==> config.mk <==
export PLATFORM = sky130hd
export DESIGN_NAME = fb_scanout
export DESIGN_NICKNAME = d
export VERILOG_FILES = /design/src/rtl/vga_pkg.sv /design/src/rtl/vga_timing.sv /design/src/rtl/fb_scanout.sv
export SDC_FILE = /design/constraint.sdc
export NUM_CORES = 1
export LEC_CHECK = 0
export CAP_MARGIN = 15
export CORE_ASPECT_RATIO = 0.9
export CORE_MARGIN = 4
export CORE_UTILIZATION = 50
export DETAILED_ROUTE_END_ITERATION = 7
export GPL_TIMING_DRIVEN = 0
export HOLD_SLACK_MARGIN = 0.1
export PLACE_DENSITY_LB_ADDON = 0.12
export SYNTH_ARGS = -nofsm -noshare
export SYNTH_HDL_FRONTEND = slang
export SYNTH_SLANG_ARGS = --single-unit
export TNS_END_PERCENT = 100
==> constraint.sdc <==
create_clock -name clk -period 2.65 [get_ports clk]
set_input_delay 0.3975 -clock clk [delete_from_list [all_inputs] [get_ports clk]]
set_output_delay 0.3975 -clock clk [all_outputs]
set_load 0.1 [all_outputs]
==> src/rtl/vga_pkg.sv <==
// vga_pkg: shared 640x480@60 timing constants, framebuffer geometry and pipeline types.
package vga_pkg;
    localparam int VGA_H_VIS  = 640;
    localparam int VGA_H_FP   = 16;
    localparam int VGA_H_SYNC = 96;
    localparam int VGA_H_BP   = 48;
    localparam int VGA_H_TOT  = VGA_H_VIS + VGA_H_FP + VGA_H_SYNC + VGA_H_BP;
    localparam int VGA_V_VIS  = 480;
    localparam int VGA_V_FP   = 10;
    localparam int VGA_V_SYNC = 2;
    localparam int VGA_V_BP   = 33;
    localparam int VGA_V_TOT  = VGA_V_VIS + VGA_V_FP + VGA_V_SYNC + VGA_V_BP;
    localparam int FB_W = 160;
    localparam int FB_H = 120;

    typedef logic [9:0] cnt_t;

    typedef struct packed {
        logic hs;
        logic vs;
        logic blank;
        logic fs;
    } vid_t;

    localparam vid_t VID_IDLE = '{hs: 1'b1, vs: 1'b1, blank: 1'b1, fs: 1'b0};

    function automatic logic [3:0] chan(input logic bit_on, input logic blank);
        return (bit_on && !blank) ? 4'hF : 4'h0;
    endfunction
endpackage

==> src/rtl/vga_timing.sv <==
// vga_timing: free-running h/v counters with raw (undelayed) sync, blank and frame-start flags.
module vga_timing
    import vga_pkg::*;
#(
    parameter int H_VIS  = VGA_H_VIS,
    parameter int H_FP   = VGA_H_FP,
    parameter int H_SYNC = VGA_H_SYNC,
    parameter int H_BP   = VGA_H_BP,
    parameter int V_VIS  = VGA_V_VIS,
    parameter int V_FP   = VGA_V_FP,
    parameter int V_SYNC = VGA_V_SYNC,
    parameter int V_BP   = VGA_V_BP
) (
    input  logic clk,
    input  logic resetn,
    output cnt_t h,
    output cnt_t v,
    output vid_t raw
);
    localparam cnt_t H_LAST = cnt_t'(H_VIS + H_FP + H_SYNC + H_BP - 1);
    localparam cnt_t V_LAST = cnt_t'(V_VIS + V_FP + V_SYNC + V_BP - 1);
    localparam cnt_t HS_LO  = cnt_t'(H_VIS + H_FP);
    localparam cnt_t HS_HI  = cnt_t'(H_VIS + H_FP + H_SYNC - 1);
    localparam cnt_t VS_LO  = cnt_t'(V_VIS + V_FP);
    localparam cnt_t VS_HI  = cnt_t'(V_VIS + V_FP + V_SYNC - 1);
    localparam cnt_t HV     = cnt_t'(H_VIS);
    localparam cnt_t VV     = cnt_t'(V_VIS);

    always_ff @(posedge clk or negedge resetn) begin
        if (!resetn) begin
            h <= '0;
            v <= '0;
        end else begin
            h <= (h == H_LAST) ? '0 : h + 1'b1;
            if (h == H_LAST)
                v <= (v == V_LAST) ? '0 : v + 1'b1;
        end
    end

    assign raw = '{
        hs:    !(h >= HS_LO && h <= HS_HI),
        vs:    !(v >= VS_LO && v <= VS_HI),
        blank: (h >= HV) || (v >= VV),
        fs:    (h == '0) && (v == '0)
    };
endmodule

==> src/rtl/fb_scanout.sv <==
// fb_scanout: scans a 160x120 RGB111 framebuffer out as 640x480 VGA with 4x pixel replication.
// Sync/blank travel two stages so they line up with read data from the 1-cycle framebuffer.
module fb_scanout
    import vga_pkg::*;
#(
    parameter int H_VIS  = VGA_H_VIS,
    parameter int H_FP   = VGA_H_FP,
    parameter int H_SYNC = VGA_H_SYNC,
    parameter int H_BP   = VGA_H_BP,
    parameter int V_VIS  = VGA_V_VIS,
    parameter int V_FP   = VGA_V_FP,
    parameter int V_SYNC = VGA_V_SYNC,
    parameter int V_BP   = VGA_V_BP
) (
    input  logic       clk,
    input  logic       resetn,
    output logic [7:0] fb_x,
    output logic [7:0] fb_y,
    input  logic [2:0] fb_dout,
    output logic       draw_ok,
    output logic       hsync,
    output logic       vsync,
    output logic       blank,
    output logic [3:0] vga_r,
    output logic [3:0] vga_g,
    output logic [3:0] vga_b,
    output logic       frame_start
);
    cnt_t h, v;
    vid_t raw, s1;

    vga_timing #(
        .H_VIS(H_VIS), .H_FP(H_FP), .H_SYNC(H_SYNC), .H_BP(H_BP),
        .V_VIS(V_VIS), .V_FP(V_FP), .V_SYNC(V_SYNC), .V_BP(V_BP)
    ) u_timing (
        .clk(clk),
        .resetn(resetn),
        .h(h),
        .v(v),
        .raw(raw)
    );

    // Clamp addresses in the porches so the read never leaves the framebuffer.
    assign fb_x    = (h >= cnt_t'(H_VIS)) ? 8'(FB_W - 1) : h[9:2];
    assign fb_y    = (v >= cnt_t'(V_VIS)) ? 8'(FB_H - 1) : v[9:2];
    assign draw_ok = v >= cnt_t'(V_VIS);

    always_ff @(posedge clk or negedge resetn) begin
        if (!resetn) begin
            s1          <= VID_IDLE;
            hsync       <= 1'b1;
            vsync       <= 1'b1;
            blank       <= 1'b1;
            frame_start <= 1'b0;
            vga_r       <= 4'h0;
            vga_g       <= 4'h0;
            vga_b       <= 4'h0;
        end else begin
            s1          <= raw;
            hsync       <= s1.hs;
            vsync       <= s1.vs;
            blank       <= s1.blank;
            frame_start <= s1.fs;
            vga_r       <= chan(fb_dout[2], s1.blank);
            vga_g       <= chan(fb_dout[1], s1.blank);
            vga_b       <= chan(fb_dout[0], s1.blank);
        end
    end
endmodule

==> results of run 1 <==
metrics by stage:
step	setup WS (ps)	utilization [%]	hold slack, ps	power, mW
6_report	88.5	68.7	360	0.992
5_1_grt	8.92	68.7	366	1.04
4_1_cts	28.3	69.2	357	1.00
3_5_place_dp	120	66.9	337	0.615
3_3_place_gp	145	66.0	339	0.609
2_1_floorplan	383	-	102	0.576
critical path, delay by kind of cell, from the launching register on:
kind	cells	cell delay, ps
AND/OR/NAND/NOR	1	120
flip-flops	1	390
buffers and inverters	2	1330
how the worst max path moves through the flow:
stage                     endpoint                      start  depth (start not counted)
final                      fb_x[5]    u_timing.h[9]$_DFF_PN0_                          3
after global routing       fb_x[2]    u_timing.h[9]$_DFF_PN0_                          4
after CTS                  fb_y[2]  u_timing.v[6]$_DFFE_PN0N_                          4
after detailed placement   fb_y[2]  u_timing.v[6]$_DFFE_PN0N_                          4
after global placement     fb_y[0]  u_timing.v[6]$_DFFE_PN0N_                          4
after floorplan            fb_x[5]    u_timing.h[9]$_DFF_PN0_                          2
timing repair:
item | in CTS | in global routing
gates resized for setup | 13 | 13
gates cloned | 0 | 0
endpoints found under the setup margin | 13 | 8
hold buffers | 0 | 0
pin swaps | 0 | 0
cell families (layout without fill, tap and decap cells):
family / after synthesis / after routing / share of synthesized area [%]
compound gates: 15 / 15 / 5.53
xor+xnor: 10 / 10 / 5.46
fa+ha+maj: 4 / 4 / 3.12
buf+inv: 26 / 71 / 8.96
flops: 31 / 31 / 48.8
other cells: 1 / 1 / 0.234
simple gates: 74 / 74 / 27.9
routing by layer:
layer / track usage [%] / vias to the layer above / part of all wire, %
met5: 0 / - / 0
met4: 10.4 / 0 / 1.8
met3: 4.86 / 7 / 9.5
met2: 27.5 / 57 / 46
met1: 22.1 / 593 / 42
li1: - / 632 / -
area by class of cell:
cell class | count | area, um^2 | area share [%]
well taps | 42 | 52.6 | 2.49
clock buffers | 6 | 51.3 | 2.43
inverters | 6 | 22.5 | 1.07
clock inverters | 2 | 35.0 | 1.66
plain buffers | 20 | 121 | 5.76
flip-flops and latches | 31 | 783 | 37.2
multi-input cells | 104 | 683 | 32.4
repair buffers | 37 | 358 | 17.0
synthesized netlist by cell type, types with 2 or more instances:
master    number
nor4_1         2
dfstp_2        6
and4_1         2
nand4_1        3
nand2_1       11
or2_2          3
xnor2_1        5
inv_1          5
dfrtp_1       25
and2_1         2
and3_1         3
nor3_1         5
buf_2          4
ha_1           4
nor4b_1        2
nor2b_1        4
a31oi_1        4
a21oi_1        5
o21ai_1        3
buf_4         11
clkbuf_1       5
nand3_1       12
nor2_1         8
nand2b_1       9
xor2_1         5
where the power goes:
part	switching [mW]	internal, mW
Combinational	0.0924	0.0344
Sequential	0.00223	0.476
Clock	0.165	0.223
cell usage in the layout, fill, tap and decap left out, types with 3 or more instances in the layout:
cell             Yosys  routed
dfrtp_1             25      25
clkdlybuf4s50_1      0      22
nand3_1             12      12
buf_4               11      11
nand2_1             11      11
nand2b_1             9       9
nor2_1               8       8
dfstp_2              6       6
dlygate4sd2_1        0       6
inv_1                5       5
clkbuf_1             5       5
a21oi_1              5       5
nor3_1               5       5
xnor2_1              5       5
xor2_1               5       5
clkbuf_4             0       5
clkbuf_2             0       5
buf_2                4       4
nor2b_1              4       4
a31oi_1              4       4
ha_1                 4       4
nand4_1              3       3
and3_1               3       3
or2_2                3       3
o21ai_1              3       3
state kept, by name, summed over array words and instances (netlist names):
register and count:
u_timing.v 10, blank 1, frame_start 1, vsync 1, s1 4, vga_g 1, hsync 1, vga_b 1
vga_r 1, u_timing.h 10
==> impl.org, run 1 <==
** Synthesis
- The number of nets in the synthesized netlist is 170.
- Synth top area share :: between 30% and 40%
- Distinct cell type count of the synthesized netlist :: 38
- The most used flip-flop cell after synthesis is dfrtp_1.
- Counting flops and latches in the post-synthesis netlist gives 31.
- Averaged over all synthesized cells, the footprint is 9.97 um^2.
- The synthesized design contains 0 enable-type register cells.
- Summing the sequential cell areas from Yosys gives 48.8% of the chip area.
- Gate Count Post-Synth :: 161
- Yosys warnings :: 0
- dfrtp_1 takes more of the synthesized area than any other cell.
- Ranking of synthesized cells by area :: dfrtp_1 (39%), dfstp_2 (9.8%), buf_4 (5.1%), nand3_1 (3.7%), nand2b_1 (3.5%)
- Area of the mapped netlist :: roughly 1600 um^2
- Of all flip-flops after synthesis, the portion carrying an async set or reset was between 90% and 100%.

** Placement
- Once detailed placement completed, the half-perimeter wirelength came to approximately 2300 um.
- Counting tap cells, the placed design contains a total of 240 instances.
- Once placement finished, the instance area stood at ~2100 um^2.
- Count of input and output buffers :: 36
- RD Place Congestion :: 0.793

** Worst setup path
- Data arrival at the endpoint of the critical path :: 2160 ps
- CP required :: approximately 2300 ps
- On the critical path, the stage with the largest delay is an instance of clkdlybuf4s50_1.
- STA classifies the critical path endpoint as an output port.
- Worst reg2reg path startpoint :: u_timing.v[1]$_DFFE_PN0N_
- The worst register-to-register path ends at u_timing.v[9]$_DFFE_PN0N_.
- Crit path max fanout :: 10
- Type of element launching the critical path :: flop
- Critical path start-end classification :: flop to output port
- Walking the worst path, the cells encountered are buf_2 -> nor2b_1 -> clkdlybuf4s50_1.
- Highest cell delay on the worst timing path :: between 1000 and 1500 ps
- Setup slack of the worst register-to-register path :: roughly 870 ps
- Worst reg-to-reg path cell count :: 6

** Clock network
- CTS built an H-tree with a depth of 2.
- Worst-path clk slew :: roughly 90 ps
- Counting along the longest clock path gives a buffer depth of 2.
- Once the clock tree was built, the setup fixing pass inserted 0 buffers.
- Master cell of the clock root buffer :: clkbuf_4
- Clock tree from TritonCTS :: yes
- Counting every sink on the clock net gives 31.
- Total CTS buffers :: 5
- Source-to-sink clock delay at the later pin of the worst-skew pair :: about 340 ps

** Route
- Across all layers, the routed design uses 1289 vias.
- Post-Route WL :: approximately 3200 um
- In this run, the number of DRC markers left after iteration 0 of detailed routing was 46.
- DRC :: 0
- Average routed wire per standard cell :: ~13 um
- Number of iterations in the first detailed-routing pass :: 4
- Antenna viol nets, final :: 0
- Average via count per standard cell :: between 5 and 6

** Die
- The initialized floorplan defines 19 standard-cell rows.
- Die W :: a little under 70 um
- Core Region :: ~3100 um^2
- The die covers around 4200 um^2.
- For this configuration, the core starts out at a cell density of a little over half.
- Vertical extent of the die :: about 60 um
- Number of ports placed on the die boundary :: 38

** Global routing
- The via count of the first global-routing pass is about 1.2k.
- Entering global routing, the biggest net connects 20 pins.
- Remaining global-route overflow :: 0
- Gr usage total :: roughly 18%
- Global-route wire length before repair :: approximately 5300 um
- The number of antenna violations at the first check in global routing is 0.

** Min path
- The path with the worst hold slack has its endpoint at frame_start$_DFF_PN0_.
- Number of cells traversed by the worst hold path :: 0
- Hold Path Origin :: s1[0]$_DFF_PN0_
- The tightest min-delay check is of the flop to flop type.

** STA
- Setup violations remaining at the end of the flow were counted as 0.
- Final worst path period need :: 2560 ps
- Setup TNS after final layout :: 0 ps
- For the final database, setup skew stands at approximately 13 ps.
- Least-Margin Pin Slew :: 973 ps
- The total count of hold-check failures in the final report came to 0.
- Max frequency :: between 300 and 400 MHz
- Worst slew margin relative to its limit :: a little over a third
- Dividing the final minimum period by the clock period gives between 90% and 100%.
- The final count of pins violating max slew is 0.
- Setup repair after global routing left no endpoint under its margin.

** Power and ir drop
- Power density over cell area :: about 470 nW/um^2
- Leakage power :: between 1 and 1.5 nW
- Worst vdd ir :: 0.443 mV

** Final layout
- Compared with the post-synthesis result, the final layout area differs by 31.3%.
- The number of antenna diodes in the final layout is 0.
- After routing the design area is 2110 um^2.
- The finished layout holds between 200 and 250 standard cells, fillers aside.
- Cells with a size suffix above 1 make up 21.4% of the layout.
- Fillers :: approximately 240
- For this run, the post-layout net count is between 200 and 250.

** Status
- Status :: finished clean

** Job
- Count of max-cap constraint violations :: 0
Note: power is estimated with default switching activity, not from simulation.
==> inputs of run 2 (changes only) <==
--- a/config.mk
+++ b/config.mk
@@ -12,7 +12,7 @@
 export DETAILED_ROUTE_END_ITERATION = 7
 export GPL_TIMING_DRIVEN = 0
 export HOLD_SLACK_MARGIN = 0.1
-export PLACE_DENSITY_LB_ADDON = 0.12
+export PLACE_DENSITY = 0.8
 export SYNTH_ARGS = -nofsm -noshare
 export SYNTH_HDL_FRONTEND = slang
 export SYNTH_SLANG_ARGS = --single-unit
==> run 2 against run 1 <==
Net effect:
- non-clock buffer count unchanged
- via count increased by 2.9%
- die area unchanged
- clock skew decreased by 4.1 ps
- clock power about the same
- critical path depth increased by 1
- cell count unchanged
- sequential cell count unchanged
- worst hold slack got worse by 2.6 ps
- largest power group unchanged
- maximum frequency increased by 1.1%
==> impl.org, run 2 (same netlist as run 1, synthesis figures left out) <==
** Status
- Status :: finished clean (unchanged)

** Power and ir drop
- Leakage power :: 1.07 nW (was 1.04 nW)
- The total power per unit cell area is 470 nW/um^2 (was 471 nW/um^2).
- The worst ir drop on vdd came to 0.357 mV (was 0.443 mV).

** Route
- Number of iterations in the first detailed-routing pass :: 4 (unchanged)
- Number of vias after detailed routing :: 1326 (was 1289)
- Average via count per standard cell :: 5.35 (was 5.20)
- DRC :: 0 (unchanged)
- Antenna viol nets, final :: 0 (unchanged)
- The final routed wire length divided by cell count is 13.3 um (was 12.9 um).
- Drt initial violations :: 67 (was 46)
- The total length of routed wires came to 3300 um (was 3200 um).

** Clock network
- The total of hold buffers inserted after clock tree synthesis is 0 (unchanged).
- The maximum level of the CTS H-tree came to 2 (unchanged).
- The root buffer cell is clkbuf_4 (unchanged).
- The number of buffers on the longest clock path came to 2 (unchanged).
- Setup bufs post-CTS :: 0 (unchanged)
- The clock buffer count from CTS came to 5 (unchanged).
- Worst-path clk slew :: 100 ps (was 90 ps)
- Number of gates resized after CTS :: 17 (was 13)
- The worst-skew pair later-pin latency came to 330 ps (was 340 ps).
- Clock Sinks :: 31 (unchanged)
- Clock tree from TritonCTS :: yes (unchanged)

** Final layout
- Biggest registers after layout :: u_timing.h x10, u_timing.v x10, s1 x4 (unchanged)
- Inserted Diodes :: 0 (unchanged)
- The net count reported at finish was 214 (unchanged).
- Share of layout cells above drive strength 1 :: 20.9% (was 21.4%)
- The area growth from synthesis to final layout was 31.7% (was 31.3%).
- The most common cell after layout, fill and taps aside is dfrtp_1 (unchanged).
- Highest-count cells in the layout ignoring fill and taps :: dfrtp_1 (25), clkdlybuf4s50_1 (20), nand3_1 (12) (was dfrtp_1 (25), clkdlybuf4s50_1 (22), nand3_1 (12))
- Final Non-Filler Cells :: 248 (unchanged)
- Final core utilization :: 69.0% (was 68.7%)

** Worst setup path
- The type of the worst setup path was flop to output port (unchanged).
- Crit path max fanout :: 10 (unchanged)
- The maximum single-stage delay on the critical path is 860 ps (was 1140 ps).
- CP required :: 2250 ps (about the same)
- Data arrival at the endpoint of the critical path :: 2140 ps (was 2160 ps)
- The slack of the worst reg-to-reg path was 870 ps (about the same).
- The type of destination of the critical path is an output port (unchanged).
- Type of element launching the critical path :: flop (unchanged)
- Slowest cell on the critical path :: dlygate4sd2_1 (was clkdlybuf4s50_1)
- Cells traversed along the worst timing path :: buf_2 -> o21ai_1 -> nand2b_1 -> dlygate4sd2_1 (was buf_2 -> nor2b_1 -> clkdlybuf4s50_1)

** STA
- Setup skew after layout :: 8.40 ps (was 12.5 ps)
- The time the worst path needs with I/O delays and setup came to 2530 ps (was 2560 ps).
- Least-Margin Pin Slew :: 975 ps (was 973 ps)
- The total count of hold-check failures in the final report was 0 (unchanged).
- The final count of negative-setup-slack endpoints is 0 (unchanged).
- Max frequency :: 395 MHz (was 390 MHz)
- The final period utilization was 95.6% (was 96.7%).
- Max-slew violation count :: 0 (unchanged)
- Worst slew margin relative to its limit :: 34.8% (was 35.0%)
- Unrepaired setup endpoints after global routing: no (unchanged).

** Job
- Count of max-cap constraint violations :: 0 (unchanged)

** Placement
- Detailed placer's ending HPWL :: 2360 um (was 2340 um)
- The placed instance count came to 240 (unchanged).
- The global placement routability congestion was 0.805 (was 0.793).
- Count of input and output buffers :: 36 (unchanged)

** Die
- The full die area was 4180 um^2 (unchanged).
- Initial core utilization :: 52.3% (unchanged)
- The horizontal die dimension came to 67.7 um (unchanged).
- The number of ports placed on the die boundary was 38 (unchanged).
- The total number of placement rows came to 19 (unchanged).
- The height of the chip was 61.8 um (unchanged).
- The total core area is 3070 um^2 (unchanged).

** Global routing
- Initial antenna violation count :: 0 (unchanged)
- The wire length of the first global-routing pass was 5650 um (was 5260 um).
- The via count of the first global-routing pass was 1205 (was 1170).
- The global router's overall resource usage is 18.7% (was 17.6%).
- Pin count of the biggest net entering global routing :: 18 (was 20)
- The leftover overflow at the end of global routing was 0 (unchanged).

** Min path
- The type of the tightest min-delay check is flop to flop (unchanged).
run 2: cell types whose count changed in the layout (fill, tap and decap cells not counted), sizes merged:
| cell | delta |
|---|---|
| clkbuf | -3 |
| clkdlybuf4s15 | +1 |
| clkdlybuf4s50 | -2 |
| dlygate4sd2 | +2 |
| dlymetal6s2s | +2 |
run 2: area by class of cell:
type / instances / area, um^2
clock buffer: 6 / 51.3
buffer: 20 / 121
tap: 42 / 52.6
fill: 228 / 952
clock inverter: 2 / 35.0
timing repair buffer: 37 / 365
multi-input combinational: 104 / 683
sequential: 31 / 783
inverter: 6 / 22.5
run 2: worst max-delay path, delay by kind of cell (launching register included):
family                 cells  cell delay (ps)
DFF                        1              370
and+or+nand+nor            1              130
buffers and inverters      2             1090
AOI/OAI and AO/OA          1              220
run 2: worst paths after layout:
path                                              start                        end  cells past startpoint
worst max-delay path            u_timing.h[9]$_DFF_PN0_                    fb_x[3]                      4
worst min-delay path                    s1[0]$_DFF_PN0_      frame_start$_DFF_PN0_                      0
worst max register to register  u_timing.h[0]$_DFF_PN0_  u_timing.v[1]$_DFFE_PN0N_                      7
worst min register to register          s1[0]$_DFF_PN0_      frame_start$_DFF_PN0_                      0
max in group asynchronous                        resetn            vsync$_DFF_PN1_                      2
min in group asynchronous                        resetn  u_timing.v[2]$_DFFE_PN0N_                      1
run 2: per-layer routing:
layer  global-route usage [%]  share of wire (%)  wire (um)
met1                     23.2                 42       1400
met2                     30.0                 48       1590
met3                     6.65                7.9        259
met4                     7.80                1.5         50
met5                        0                  0          0
run 2: power by group:
part	total (mW)	leakage [nW]	switching, mW	internal (mW)
clock network	0.390	0.0482	0.167	0.223
registers	0.478	0.391	0.00225	0.476
logic	0.125	0.634	0.0925	0.0323
run 2: through the flow:
| step | setup WS (ps) | hold slack, ps | total power, mW | TNS, ps | area, um^2 |
|---|---|---|---|---|---|
| CTS | -4.79 | 357 | 1.00 | -4.79 | 2110 |
| detailed placement | 52.0 | 335 | 0.612 | 0 | 2040 |
| global placement | 75.4 | 340 | 0.609 | 0 | 2020 |
| global route | 6.16 | 368 | 1.03 | 0 | 2110 |
| floorplan | 383 | 102 | 0.576 | 0 | 1610 |
| finish | 117 | 358 | 0.993 | 0 | 2110 |
==> inputs of run 3 (changes only) <==
--- a/config.mk
+++ b/config.mk
@@ -8,11 +8,12 @@
 export CAP_MARGIN = 15
 export CORE_ASPECT_RATIO = 0.9
 export CORE_MARGIN = 4
-export CORE_UTILIZATION = 50
+export CORE_UTILIZATION = 44
 export DETAILED_ROUTE_END_ITERATION = 7
 export GPL_TIMING_DRIVEN = 0
 export HOLD_SLACK_MARGIN = 0.1
-export PLACE_DENSITY = 0.8
+export PLACE_DENSITY = 0.75
+export RECOVER_POWER = 25
 export SYNTH_ARGS = -nofsm -noshare
 export SYNTH_HDL_FRONTEND = slang
 export SYNTH_SLANG_ARGS = --single-unit
==> constraint.sdc (replaced) <==
create_clock -name clk -period 2.1 [get_ports clk]
set_input_delay 0.315 -clock clk [delete_from_list [all_inputs] [get_ports clk]]
set_output_delay 0.315 -clock clk [all_outputs]
set_load 0.1 [all_outputs]
==> run 3 against run 2 <==
Net effect:
- first-iteration DRC count down 19%
- utilization down 7.1 points
- worst hold slack about the same
- via count down 1.8%
- non-clock buffer count unchanged
- die area up 12%
- clock power up 49%
- sequential share of layout area down 0.35 points
- design area up 0.95%
- critical path type unchanged
- critical endpoint is now frame_start
- highest routed layer unchanged
==> impl.org, run 3 (same netlist as run 1, synthesis figures left out) <==
** Status
- Status :: finished clean (unchanged)

** Worst setup path
- Crit path max fanout :: 1 (was 10)
- Worst reg2reg path startpoint :: u_timing.v[0]$_DFFE_PN0N_ (was u_timing.h[0]$_DFF_PN0_)
- The type of origin of the critical path was a flop (unchanged).
- Crit path from :: frame_start$_DFF_PN0_ (was u_timing.h[9]$_DFF_PN0_)
- The type of destination of the critical path is an output port (unchanged).
- Highest cell delay on the worst timing path :: 1120 ps (was 860 ps)
- The critical path data required time was 1780 ps (was 2250 ps).
- WP buf/inv :: 1 (was 2)
- The data arrival time of the critical path came to 1720 ps (was 2140 ps).
- Dominant delay contributor by cell family on the critical path :: buffers and inverters (unchanged)
- Cells traversed along the worst timing path: clkdlybuf4s50_1 (was buf_2 -> o21ai_1 -> nand2b_1 -> dlygate4sd2_1).
- Critical path start-end classification :: flop to output port (unchanged)
- Slowest cell on the critical path :: clkdlybuf4s50_1 (was dlygate4sd2_1)

** Die
- The starting utilization of the core area is 46.5% (was 52.3%).
- The total core area was 3450 um^2 (was 3070 um^2).
- The height of the chip was 65.3 um (was 61.8 um).
- Die W :: 71.7 um (was 67.7 um)
- The full die area is 4680 um^2 (was 4180 um^2).
- Num rows :: 20 (was 19)
- The number of ports placed on the die boundary is 38 (unchanged).

** Route
- Average via count per standard cell :: 5.21 (was 5.35)
- The detailed-routing iteration count for the pre-antenna-repair pass was 4 (unchanged).
- DRC :: 0 (unchanged)
- Met2 Routed Length :: 1560 um (was 1590 um)
- Average routed wire per standard cell :: 13.6 um (was 13.3 um)
- Routed length on met3 :: 256 um (was 259 um)
- The top routing layer in use was met4 (unchanged).
- The remaining number of nets flagged by the antenna check after routing came to 0 (unchanged).
- The post-route met1 wirelength is 1520 um (was 1400 um).
- Drt initial violations :: 54 (was 67)
- Number of vias after detailed routing :: 1302 (was 1326)
- The total length of routed wires is 3390 um (was 3300 um).

** Placement
- The global placement routability congestion is 0.815 (was 0.805).
- Detailed placer's ending HPWL :: 2460 um (was 2360 um)
- The setup slack after placement is -454 ps (was 52.0 ps).
- The count of buffers from port buffering came to 36 (unchanged).
- The placed instance count is 242 (was 240).

** Final layout
- The number of filler instances in the final layout was 307 (was 228).
- Biggest registers after layout: u_timing.h x10, u_timing.v x10, s1 x4 (unchanged).
- The number of antenna cells inserted is 0 (unchanged).
- Area of the multi-input gates :: 696 um^2 (was 683 um^2)
- The post-route non-filler standard cell count came to 250 (was 248).
- The area growth from synthesis to final layout was 33.0% (was 31.7%).
- The share of layout cells above drive strength 1 came to 27.7% (was 20.9%).
- Post-layout nets :: 214 (unchanged)
- Highest-count cells in the layout ignoring fill and taps :: dfrtp_1 (25), dlygate4sd2_1 (15), nand3_1 (12) (was dfrtp_1 (25), clkdlybuf4s50_1 (20), nand3_1 (12))
- Sequential cell area :: 783 um^2 (unchanged)
- The most common cell after layout, fill and taps aside is dfrtp_1 (unchanged).

** Power and ir drop
- Post-layout total power :: 1.33 mW (was 0.993 mW)
- Power density over cell area :: 624 nW/um^2 (was 470 nW/um^2)
- The worst ir drop on vdd is 0.297 mV (was 0.357 mV).
- Leakage power :: 1.04 nW (was 1.07 nW)

** Global routing
- Gr usage total :: 15.3% (was 18.7%)
- The number of antenna violations at the first check in global routing is 0 (unchanged).
- Number of global-route vias before repair :: 1187 (was 1205)
- Pin count of the biggest net entering global routing :: 22 (was 18)
- The wire length of the first global-routing pass came to 5590 um (was 5650 um).
- The leftover overflow at the end of global routing was 0 (unchanged).

** STA
- Hold Violations, Final :: 0 (unchanged)
- Unrepaired setup endpoints after global routing: yes (was no).
- The final count of pins violating max slew was 0 (unchanged).
- The worst path in the final design needs a cycle of around 2000 ps, including I/O delays and setup.
- The total negative slack was 0 ps (unchanged).
- Final cycle utilization of the critical path :: between 90 and 100%
- The final count of negative-setup-slack endpoints was 0 (unchanged).
- The pin slew with the least headroom to its limit is 962 ps (was 975 ps).
- The clock tree skew after final layout was 6.62 ps (was 8.40 ps).
- The relative slew slack came to 35.7% (was 34.8%).
- Setup ws final :: 60.8 ps (was 117 ps)
- Timing would allow up to 490 MHz.

** Clock network
- The total of hold buffers inserted after clock tree synthesis is 0 (unchanged).
- The setup fix buffers added after clock tree synthesis came to 0 (unchanged).
- The number of buffers on the longest clock path came to 2 (unchanged).
- The maximum level of the CTS H-tree is 2 (unchanged).
- Source-to-sink clock delay at the later pin of the worst-skew pair :: 280 ps (was 330 ps)
- Clock Sinks :: 31 (unchanged)
- Total CTS buffers :: 5 (unchanged)
- Worst-path clk slew :: 70 ps (was 100 ps)
- Clock tree from TritonCTS :: yes (unchanged)
- Master cell of the clock root buffer :: clkbuf_8 (was clkbuf_4)

** Job
- The number of max-capacitance violations reported came to 0 (unchanged).

** Min path
- Hold Path Origin :: s1[3]$_DFF_PN1_ (was s1[0]$_DFF_PN0_)
- The type of the tightest min-delay check was flop to flop (unchanged).
[run 3: cell count changes in the layout (fill, tap and decap cells not counted), sizes merged]
cell | before | now
dlymetal6s2s | 3 | 1
clkdlybuf4s15 | 3 | 10
dlygate4sd2 | 8 | 15
clkinv | 1 | 2
dlygate4sd3 | 0 | 1
buf | 16 | 18
clkdlybuf4s50 | 20 | 4
[run 3: what timing repair did]
item	in CTS	in global routing
resized for setup	70	10
hold endpoints to repair	0	0
endpoints found under the setup margin	31	9
[run 3: metal layers]
metal | up-vias | GRT usage [%]
met1 | 613 | 20.3
met2 | 55 | 24.1
met5 | - | 0
met3 | 5 | 4.13
li1 | 629 | -
met4 | 0 | 5.63
[run 3: final cells by class]
| class | instances | share of cell area (%) |
|---|---|---|
| Buffer | 20 | 5.69 |
| Clock buffer | 5 | 3.22 |
| Clock inverter | 3 | 2.05 |
| Inverter | 6 | 1.06 |
| Multi-Input combinational cell | 104 | 32.6 |
| Sequential cell | 31 | 36.7 |
| Tap cell | 44 | 2.58 |
| Timing Repair Buffer | 37 | 16.1 |
[run 3: through the flow]
stage	utilization, %	hold slack [ps]	area, um^2
4_1_cts	62.5	360	2160
3_5_place_dp	59.6	347	2060
5_1_grt	61.8	368	2130
3_3_place_gp	58.8	339	2030
6_report	61.8	357	2130
2_1_floorplan	-	19.4	1620
[run 3: path summary, 6_finish.rpt]
kind / to / slack [ps] / cells after the start
hold reg to reg: hsync$_DFF_PN1_ / 360 / 0
setup reg to reg: u_timing.v[9]$_DFFE_PN0N_ / 240 / 6
setup / recovery: frame_start / 60 / 1
max in group asynchronous: u_timing.v[1]$_DFFE_PN0N_ / 400 / 2
hold / removal: hsync$_DFF_PN1_ / 360 / 0
min in group asynchronous: u_timing.h[4]$_DFF_PN0_ / 430 / 1
[run 3: power breakdown]
part | leakage, nW | switching (mW) | internal [mW]
Clock | 0.0581 | 0.229 | 0.353
Combinational | 0.587 | 0.116 | 0.0309
Sequential | 0.391 | 0.00277 | 0.600
Total | 1.04 | 0.347 | 0.984
